### src/rtl/cpu_pkg.sv
// Shared types and phase-length table for the instruction sequencer.
package cpu_pkg;

    typedef enum logic [3:0] {
        OP_OUT  = 4'h0,
        OP_JMP  = 4'h1,
        OP_LDW  = 4'h2,
        OP_STW  = 4'h3,
        OP_RTR  = 4'h4,
        OP_BLT  = 4'h5,
        OP_ADD  = 4'h6,
        OP_SUB  = 4'h7,
        OP_HALT = 4'hF
    } opc_t;

    typedef enum logic [1:0] {
        ST_IDLE,
        ST_FETCH,
        ST_EXEC,
        ST_HALT
    } seq_state_t;

    // Phase counts include the FETCH phase (index 0).
    localparam int unsigned LEN_OUT     = 2;
    localparam int unsigned LEN_JMP     = 2;
    localparam int unsigned LEN_LDW     = 4;
    localparam int unsigned LEN_STW     = 4;
    localparam int unsigned LEN_RTR     = 3;
    localparam int unsigned LEN_BLT     = 3;
    localparam int unsigned LEN_ADD     = 4;
    localparam int unsigned LEN_SUB     = 4;
    localparam int unsigned LEN_ILLEGAL = 2;

    function automatic logic [1:0] last_of(input int unsigned len);
        return 2'(len - 1);
    endfunction

endpackage

### src/rtl/seq_phase_decoder.sv
// Combinational map from opcode to last EXEC phase index and illegal flag.
module seq_phase_decoder
    import cpu_pkg::*;
#(
    parameter int OPC_W = 4
) (
    input  logic [OPC_W-1:0] opcode,
    output logic [1:0]       last_phase,
    output logic             illegal
);

    always_comb begin
        last_phase = last_of(LEN_ILLEGAL);
        illegal    = 1'b1;
        case (opcode)
            OPC_W'(OP_OUT): begin last_phase = last_of(LEN_OUT); illegal = 1'b0; end
            OPC_W'(OP_JMP): begin last_phase = last_of(LEN_JMP); illegal = 1'b0; end
            OPC_W'(OP_LDW): begin last_phase = last_of(LEN_LDW); illegal = 1'b0; end
            OPC_W'(OP_STW): begin last_phase = last_of(LEN_STW); illegal = 1'b0; end
            OPC_W'(OP_RTR): begin last_phase = last_of(LEN_RTR); illegal = 1'b0; end
            OPC_W'(OP_BLT): begin last_phase = last_of(LEN_BLT); illegal = 1'b0; end
            OPC_W'(OP_ADD): begin last_phase = last_of(LEN_ADD); illegal = 1'b0; end
            OPC_W'(OP_SUB): begin last_phase = last_of(LEN_SUB); illegal = 1'b0; end
            // HALT never enters EXEC, so its phase index is irrelevant.
            OPC_W'(OP_HALT): illegal = 1'b0;
            default: ;
        endcase
    end

endmodule

### src/rtl/instr_sequencer.sv
// Multi-phase instruction sequencer: IDLE/FETCH/EXEC/HALT with per-opcode phase counts.
// Define INSTR_SEQ_RETIRE_COUNT_EN to build the retired-instruction counter.
module instr_sequencer
    import cpu_pkg::*;
#(
    parameter int INSTR_W = 16,
    parameter int OPC_W   = 4
) (
    input  logic                     clock,
    input  logic                     reset,
    input  logic                     start,
    input  logic                     state_machine_reset,
    input  logic [INSTR_W-1:0]       instr_word,
    input  logic                     instr_valid,
    output logic [1:0]               state,
    output logic [OPC_W-1:0]         opcode,
    output logic [INSTR_W-OPC_W-1:0] operand,
    output logic                     busy,
    output logic                     halted,
    output logic                     illegal,
    output logic [15:0]              retired_count
);

    localparam int OPR_W = INSTR_W - OPC_W;

    seq_state_t       fsm_q, fsm_d;
    logic [1:0]       phase_q, phase_d;
    logic [1:0]       last_q, last_d;
    logic [OPC_W-1:0] opcode_q, opcode_d;
    logic [OPR_W-1:0] operand_q, operand_d;
    logic             illegal_q, illegal_d;
    logic             retire;

    logic [OPC_W-1:0] fetch_opc;
    logic [1:0]       dec_last;
    logic             dec_illegal;

    assign fetch_opc = instr_word[INSTR_W-1 -: OPC_W];

    // Decoding the incoming word lets the phase limit be latched with the opcode.
    seq_phase_decoder #(.OPC_W(OPC_W)) u_dec (
        .opcode     (fetch_opc),
        .last_phase (dec_last),
        .illegal    (dec_illegal)
    );

    always_ff @(posedge clock or posedge reset) begin
        if (reset) begin
            fsm_q     <= ST_IDLE;
            phase_q   <= '0;
            last_q    <= '0;
            opcode_q  <= '0;
            operand_q <= '0;
            illegal_q <= 1'b0;
        end else begin
            fsm_q     <= fsm_d;
            phase_q   <= phase_d;
            last_q    <= last_d;
            opcode_q  <= opcode_d;
            operand_q <= operand_d;
            illegal_q <= illegal_d;
        end
    end

    always_comb begin
        fsm_d     = fsm_q;
        phase_d   = phase_q;
        last_d    = last_q;
        opcode_d  = opcode_q;
        operand_d = operand_q;
        illegal_d = illegal_q;
        retire    = 1'b0;
        if (state_machine_reset) begin
            fsm_d   = ST_IDLE;
            phase_d = '0;
        end else begin
            case (fsm_q)
                ST_IDLE: begin
                    if (start) fsm_d = ST_FETCH;
                end
                ST_FETCH: begin
                    if (instr_valid) begin
                        opcode_d  = fetch_opc;
                        operand_d = instr_word[OPR_W-1:0];
                        if (fetch_opc == OPC_W'(OP_HALT)) begin
                            fsm_d  = ST_HALT;
                            retire = 1'b1;
                        end else begin
                            fsm_d     = ST_EXEC;
                            phase_d   = 2'd1;
                            last_d    = dec_last;
                            illegal_d = illegal_q | dec_illegal;
                        end
                    end
                end
                ST_EXEC: begin
                    if (phase_q == last_q) begin
                        fsm_d   = ST_FETCH;
                        phase_d = '0;
                        retire  = 1'b1;
                    end else begin
                        phase_d = phase_q + 2'd1;
                    end
                end
                ST_HALT: begin
                    if (start) fsm_d = ST_IDLE;
                end
                default: begin
                    fsm_d   = ST_IDLE;
                    phase_d = '0;
                end
            endcase
        end
    end

    always_comb begin
        state   = phase_q;
        opcode  = opcode_q;
        operand = operand_q;
        busy    = (fsm_q == ST_FETCH) || (fsm_q == ST_EXEC);
        halted  = (fsm_q == ST_HALT);
        illegal = illegal_q;
    end

`ifdef INSTR_SEQ_RETIRE_COUNT_EN
    logic [15:0] retired_q, retired_d;

    always_comb begin
        retired_d = retired_q;
        if (retire) retired_d = retired_q + 16'd1;
    end

    always_ff @(posedge clock or posedge reset) begin
        if (reset) retired_q <= '0;
        else       retired_q <= retired_d;
    end

    assign retired_count = retired_q;
`else
    logic unused_retire;
    assign unused_retire = retire;
    assign retired_count = '0;
`endif

endmodule

### config.mk
export PLATFORM = sky130hd
export DESIGN_NAME = instr_sequencer
export DESIGN_NICKNAME = d
export VERILOG_FILES = /design/src/rtl/cpu_pkg.sv /design/src/rtl/seq_phase_decoder.sv /design/src/rtl/instr_sequencer.sv
export SDC_FILE = /design/constraint.sdc
export NUM_CORES = 1
export LEC_CHECK = 0
export CAP_MARGIN = 10
export CORE_MARGIN = 5
export CORE_UTILIZATION = 51
export DETAILED_ROUTE_END_ITERATION = 12
export DONT_BUFFER_PORTS = 1
export GPL_ROUTABILITY_DRIVEN = 0
export PLACE_DENSITY_LB_ADDON = 0.15
export SLEW_MARGIN = 20
export SYNTH_ARGS = -nofsm -noshare
export SYNTH_HDL_FRONTEND = slang
export SYNTH_HIERARCHICAL = 1
export SYNTH_SLANG_ARGS = --single-unit
### constraint.sdc
create_clock -name clock -period 3.56 [get_ports clock]
set_clock_uncertainty 0.15 [all_clocks]
set_input_delay 0.89 -clock clock [delete_from_list [all_inputs] [get_ports clock]]
set_output_delay 0.89 -clock clock [all_outputs]
set_load 0.01 [all_outputs]
Word-level counts from Yosys, hierarchy flattened
Cells that the tools add are included.

Bits in registers: 23. Logic and storage cells: 52.

Add/sub/neg operators: 1. Equality and inequality tests: 17. Muxes and demuxes: 14. Bitwise logic cells: 3. Reductions and logical operators: 11.

Operator list (number): $mux 2 (9); $eq 4x3->1 const B (4); $ne 3x3->1 const B (5); $reduce_or 9->1 (1); $eq 4x2->1 const B (2); $pmux 2 s2 (2); $pmux 2 s4 (1); $reduce_and 4->1 (2); $reduce_and 3->1 (2); $eq 2x2->1 const B (2); $eq 4x1->1 const B (1); $eq 4x4->1 const B (1); $logic_not 4->1 (1); $reduce_or 4->1 (1); $reduce_bool 3->1 (1); $add 2x1->2 const B (1); $eq 2x1->1 const B (1); $eq 2x2->1 (1); $logic_not 2->1 (1); $mux 1 (2); $not 1->1 (2); $reduce_or 2->1 (1); $logic_or 1x1->1 (1); $or 1x1->1 (1).

Logic depth before layout (Yosys ltp)
Word-level depth: 5. Mapped depth: 6. Depth with buffers taken out: 6.

By module
The synthesis kept the hierarchy.

By module, submodules not included: instr_sequencer (instances 1, cells an instance 100, area an instance 1261.2 µm², sequential area each 575.6 µm²); seq_phase_decoder (instances 1, cells an instance 6, area an instance 25.0 µm², sequential area each 0.0 µm²).

Worst setup path after synthesis
Ideal clock, no wire load.

Path type: input -> register. Start point: input port instr_word[15]. End point: register phase_q[1], in the netlist state[1]. Setup time: 0.104 ns. Data arrival time: 1.616 ns. Setup slack: 1.691 ns. Cell stages on the path: 4. Cell sequence: nand4_1 > a31oi_1 > nand2b_1 > a221oi_1.

Cells in the longest elaborated chain, start to end: 3.

Ends and longest elaborated chain: from (decl) (RTL line instr_sequencer.sv:13) `input logic [INSTR_W-1:0] instr_word,`; $eq 4x4->1 (RTL line instr_sequencer.sv:85) `if (fetch_opc == OPC_W'(OP_HALT)) begin`; $ne 3x3->1 (no line); $reduce_and 3->1 (no line); to (signal assigned) (RTL line instr_sequencer.sv:57) `phase_q <= phase_d;`; to (decl) (RTL line instr_sequencer.sv:27) `logic [1:0] phase_q, phase_d;`.

Every way passes these cells. A chain may end at the register's enable or synchronous reset.

Worst setup path after layout
Start point: register fsm_q[0]. End point: output port busy.

Cells in the longest elaborated chain, start to end: 2. Elaborated cells on any way between the ends: 3. Classes of those cells: 2 x eq/ne; 1 x reduce/logical.

Ends and longest elaborated chain: from (decl) (RTL line instr_sequencer.sv:26) `seq_state_t fsm_q, fsm_d;`; from (signal assigned) (RTL line instr_sequencer.sv:56) `fsm_q <= fsm_d;`; $eq 2x1->1 / $eq 2x2->1 (equally long branches) (RTL line instr_sequencer.sv:120) `busy = (fsm_q == ST_FETCH) || (fsm_q == ST_EXEC);`; $logic_or 1x1->1 * (RTL line instr_sequencer.sv:120); to (decl) (RTL line instr_sequencer.sv:18) `output logic busy,`.

Mark *: on every way between the ends. The rest lies on a longest branch, timed or not.

==> impl_metrics.ini <==
[timing]
hold_violations = 0
relSlewSlack_pct = 43.5
tightest_slew_ns = 0.847
max_freq_ghz = 0.462
period_share_pct = 60.8
final-setup-viol-count = 0
grt_setup_unrepaired = no
finalCriticalPeriod_ns = 2.16
holdWs_ns = 0.423
drv_slew = 0
tns_ns = 0

[routing]
drt_iter0_markers = 11
ant_nets = 0
drcViolationCount = 0
vias = 724
wl_per_cell_um = 16.1
dr.pass1.iters = 4
via_per_inst = 5.25
wl_um = 2220

[clock_tree]
postCtsHoldBufs = 0
cts.repair.resized = 0
root_buffer = clkbuf_4
clkSinkCount = 23
cts.clk_slew.worst_paths_ns = 0.12
post_cts_buffers = 0
insertion_delay_ns = 0.31
cts_buffer_depth = 2
htree_levels = 1
cts_tree = yes
cts_buffers = 3

[synthesis]
ys_async_sr_fraction_pct = 100
synth-seq-cells = 23
yosysWarnings = 6
synth.avg_cell_area_um2 = 12.1
syn_inst = 106
synth-edff-count = 0
synth.distinct_cells = 33
synthMostInstantiatedCell = dfrtp_1
synth_area_um2 = 1290
ys_seq_area_share_pct = 44.7
synthTopCellsByCount = dfrtp_1 (23), buf_4 (16), mux2_4 (10)
ys_top_cells_by_area = dfrtp_1 (45%), mux2_4 (12%), buf_4 (9.3%)
netlist.area_leader.share_pct = 44.7
yosysTopAreaCell = dfrtp_1
ys.flop_type = dfrtp_1

[die]
pin_count = 58
rows = 18
die_area_um2 = 3630
die-height_um = 60.2
die_x_um = 60.2
start_util_pct = 52.4
core_um2 = 2450

[global_routing]
grt_remaining_overflow = 0
use_met2_pct = 21.3
grt_pass1_wl_um = 3410
met1_usage_pct = 14.3
busiest_layer = met2
grt_pass1_vias = 714
grt_max_degree = 24
grtUsageMet3_pct = 7.13
grt_util_all_layers_pct = 12.9
antenna_found_initial = 0

[finish]
fin_cells = 138
fill_cells = 218
diodes = 0
drive_above_1_share_pct = 25.9
area_growth_pct = -1.46
nets = 134

[worst_hold_path]
hp-class = flip-flop to flip-flop
hp-start = illegal

[critical_path]
path_class = flip-flop to primary output
cp_max_fo = 3
cp-end-kind = primary output
startpoint = fsm_q[0]
critPathLaunchType = flip-flop
regToRegStartpoint = fsm_q[1]
crit_arrival_ns = 1.12
required_ns = 2.52

[power]
p_per_area_nw_per_um2 = 790
leakagePower_uw = 0.000632
vdd_ir_drop_max_mv = 0.482
power.total_uw = 1000

[placement]
dpl.hpwl_um = 1760
dpl.cell_count = 134
io_buffers = 0

[job]
max_cap_violations = 0

[status]
outcome = finished, final reports clean
cell type report:
cell class,count,area (um^2),share of cell area [%]
clock buffer,3,22.5,1.78
tap,30,37.5,2.96
sequential,23,576,45.4
inverter,7,26.3,2.07
clock inverter,1,5.00,0.395
multi-input combinational,74,601,47.4
cells in the final DEF (no fill, tap or decap):
| cell type | count |
|---|---|
| o21ai_0 | 1 |
| nor3b_1 | 1 |
| a21o_1 | 1 |
| a211oi_1 | 2 |
| ha_1 | 4 |
| mux2_4 | 10 |
| a21boi_0 | 1 |
| and2b_1 | 1 |
| a211o_2 | 1 |
| nand4_1 | 1 |
| clkbuf_4 | 3 |
| clkinv_2 | 1 |
| nand2_4 | 1 |
| xnor2_1 | 2 |
| mux2_2 | 8 |
| dfrtp_1 | 23 |
| nand2b_1 | 2 |
| nand3_1 | 1 |
| a41o_2 | 1 |
| mux2i_1 | 1 |
| a221oi_1 | 1 |
| nand2_1 | 1 |
| nor2b_4 | 1 |
| inv_1 | 7 |
| nor2b_1 | 2 |
| o32a_2 | 1 |
| o21bai_1 | 1 |
| conb_1 | 16 |
| a31oi_1 | 2 |
| and2b_2 | 1 |
| a21oi_1 | 2 |
| nor2_1 | 6 |
| nor3_1 | 1 |
critical path, stage by stage, from the launching register on:
cell,delay (ns)
dfrtp_1,0.40
inv_1,0.08
ha_1,0.34
cells by family (layout without fill, tap and decap cells):
kind of cell,after synthesis,after routing,share of synthesized area [%]
AND/OR/NAND/NOR,19,19,9.05
buffers and inverters,24,11,12.9
flip-flops,23,23,44.7
XOR/XNOR,2,2,1.36
AO/OA/AOI/OAI,14,14,8.27
adder cells (fa/ha/maj),4,4,3.89
multiplexers,19,19,19.5
other,1,16,0.292
state kept, by name, indices dropped and copies added, names as in the netlist:
name and flops:
operand 12, opcode 4, fsm_q 2, last_q 2, state 2, illegal 1
where the power goes:
group	internal, uW	total (uW)	switching (uW)
sequential	386	543	157
clock	42.0	116	74.5
combinational	207	342	135
total	635	1000	366
path summary, 6_finish.rpt:
kind	to	slack (ns)	cells after the start
max in group asynchronous	opcode[1]	2.26	1
min in group asynchronous	operand[7]	0.48	1
worst max register to register	operand[0]	1.74	5
worst min register to register	illegal	0.42	1
worst min-delay path	illegal	0.42	1
worst max-delay path	busy	1.40	2
per-layer routing:
layer	share of wire, %	vias up
met5	0	-
met4	0.86	0
met3	10	2
met2	50	35
met1	39	354
li1	-	333
per-stage QoR:
stage	worst slack, ns	utilization, %	cell area [um^2]
after floorplan	1.69	-	1340
after global placement	1.64	50.5	1240
after global routing	1.33	51.6	1270
final	1.40	51.6	1270
after CTS	1.37	51.6	1270
after detailed placement	1.57	50.5	1240
Note: power is estimated with default switching activity, not from simulation.
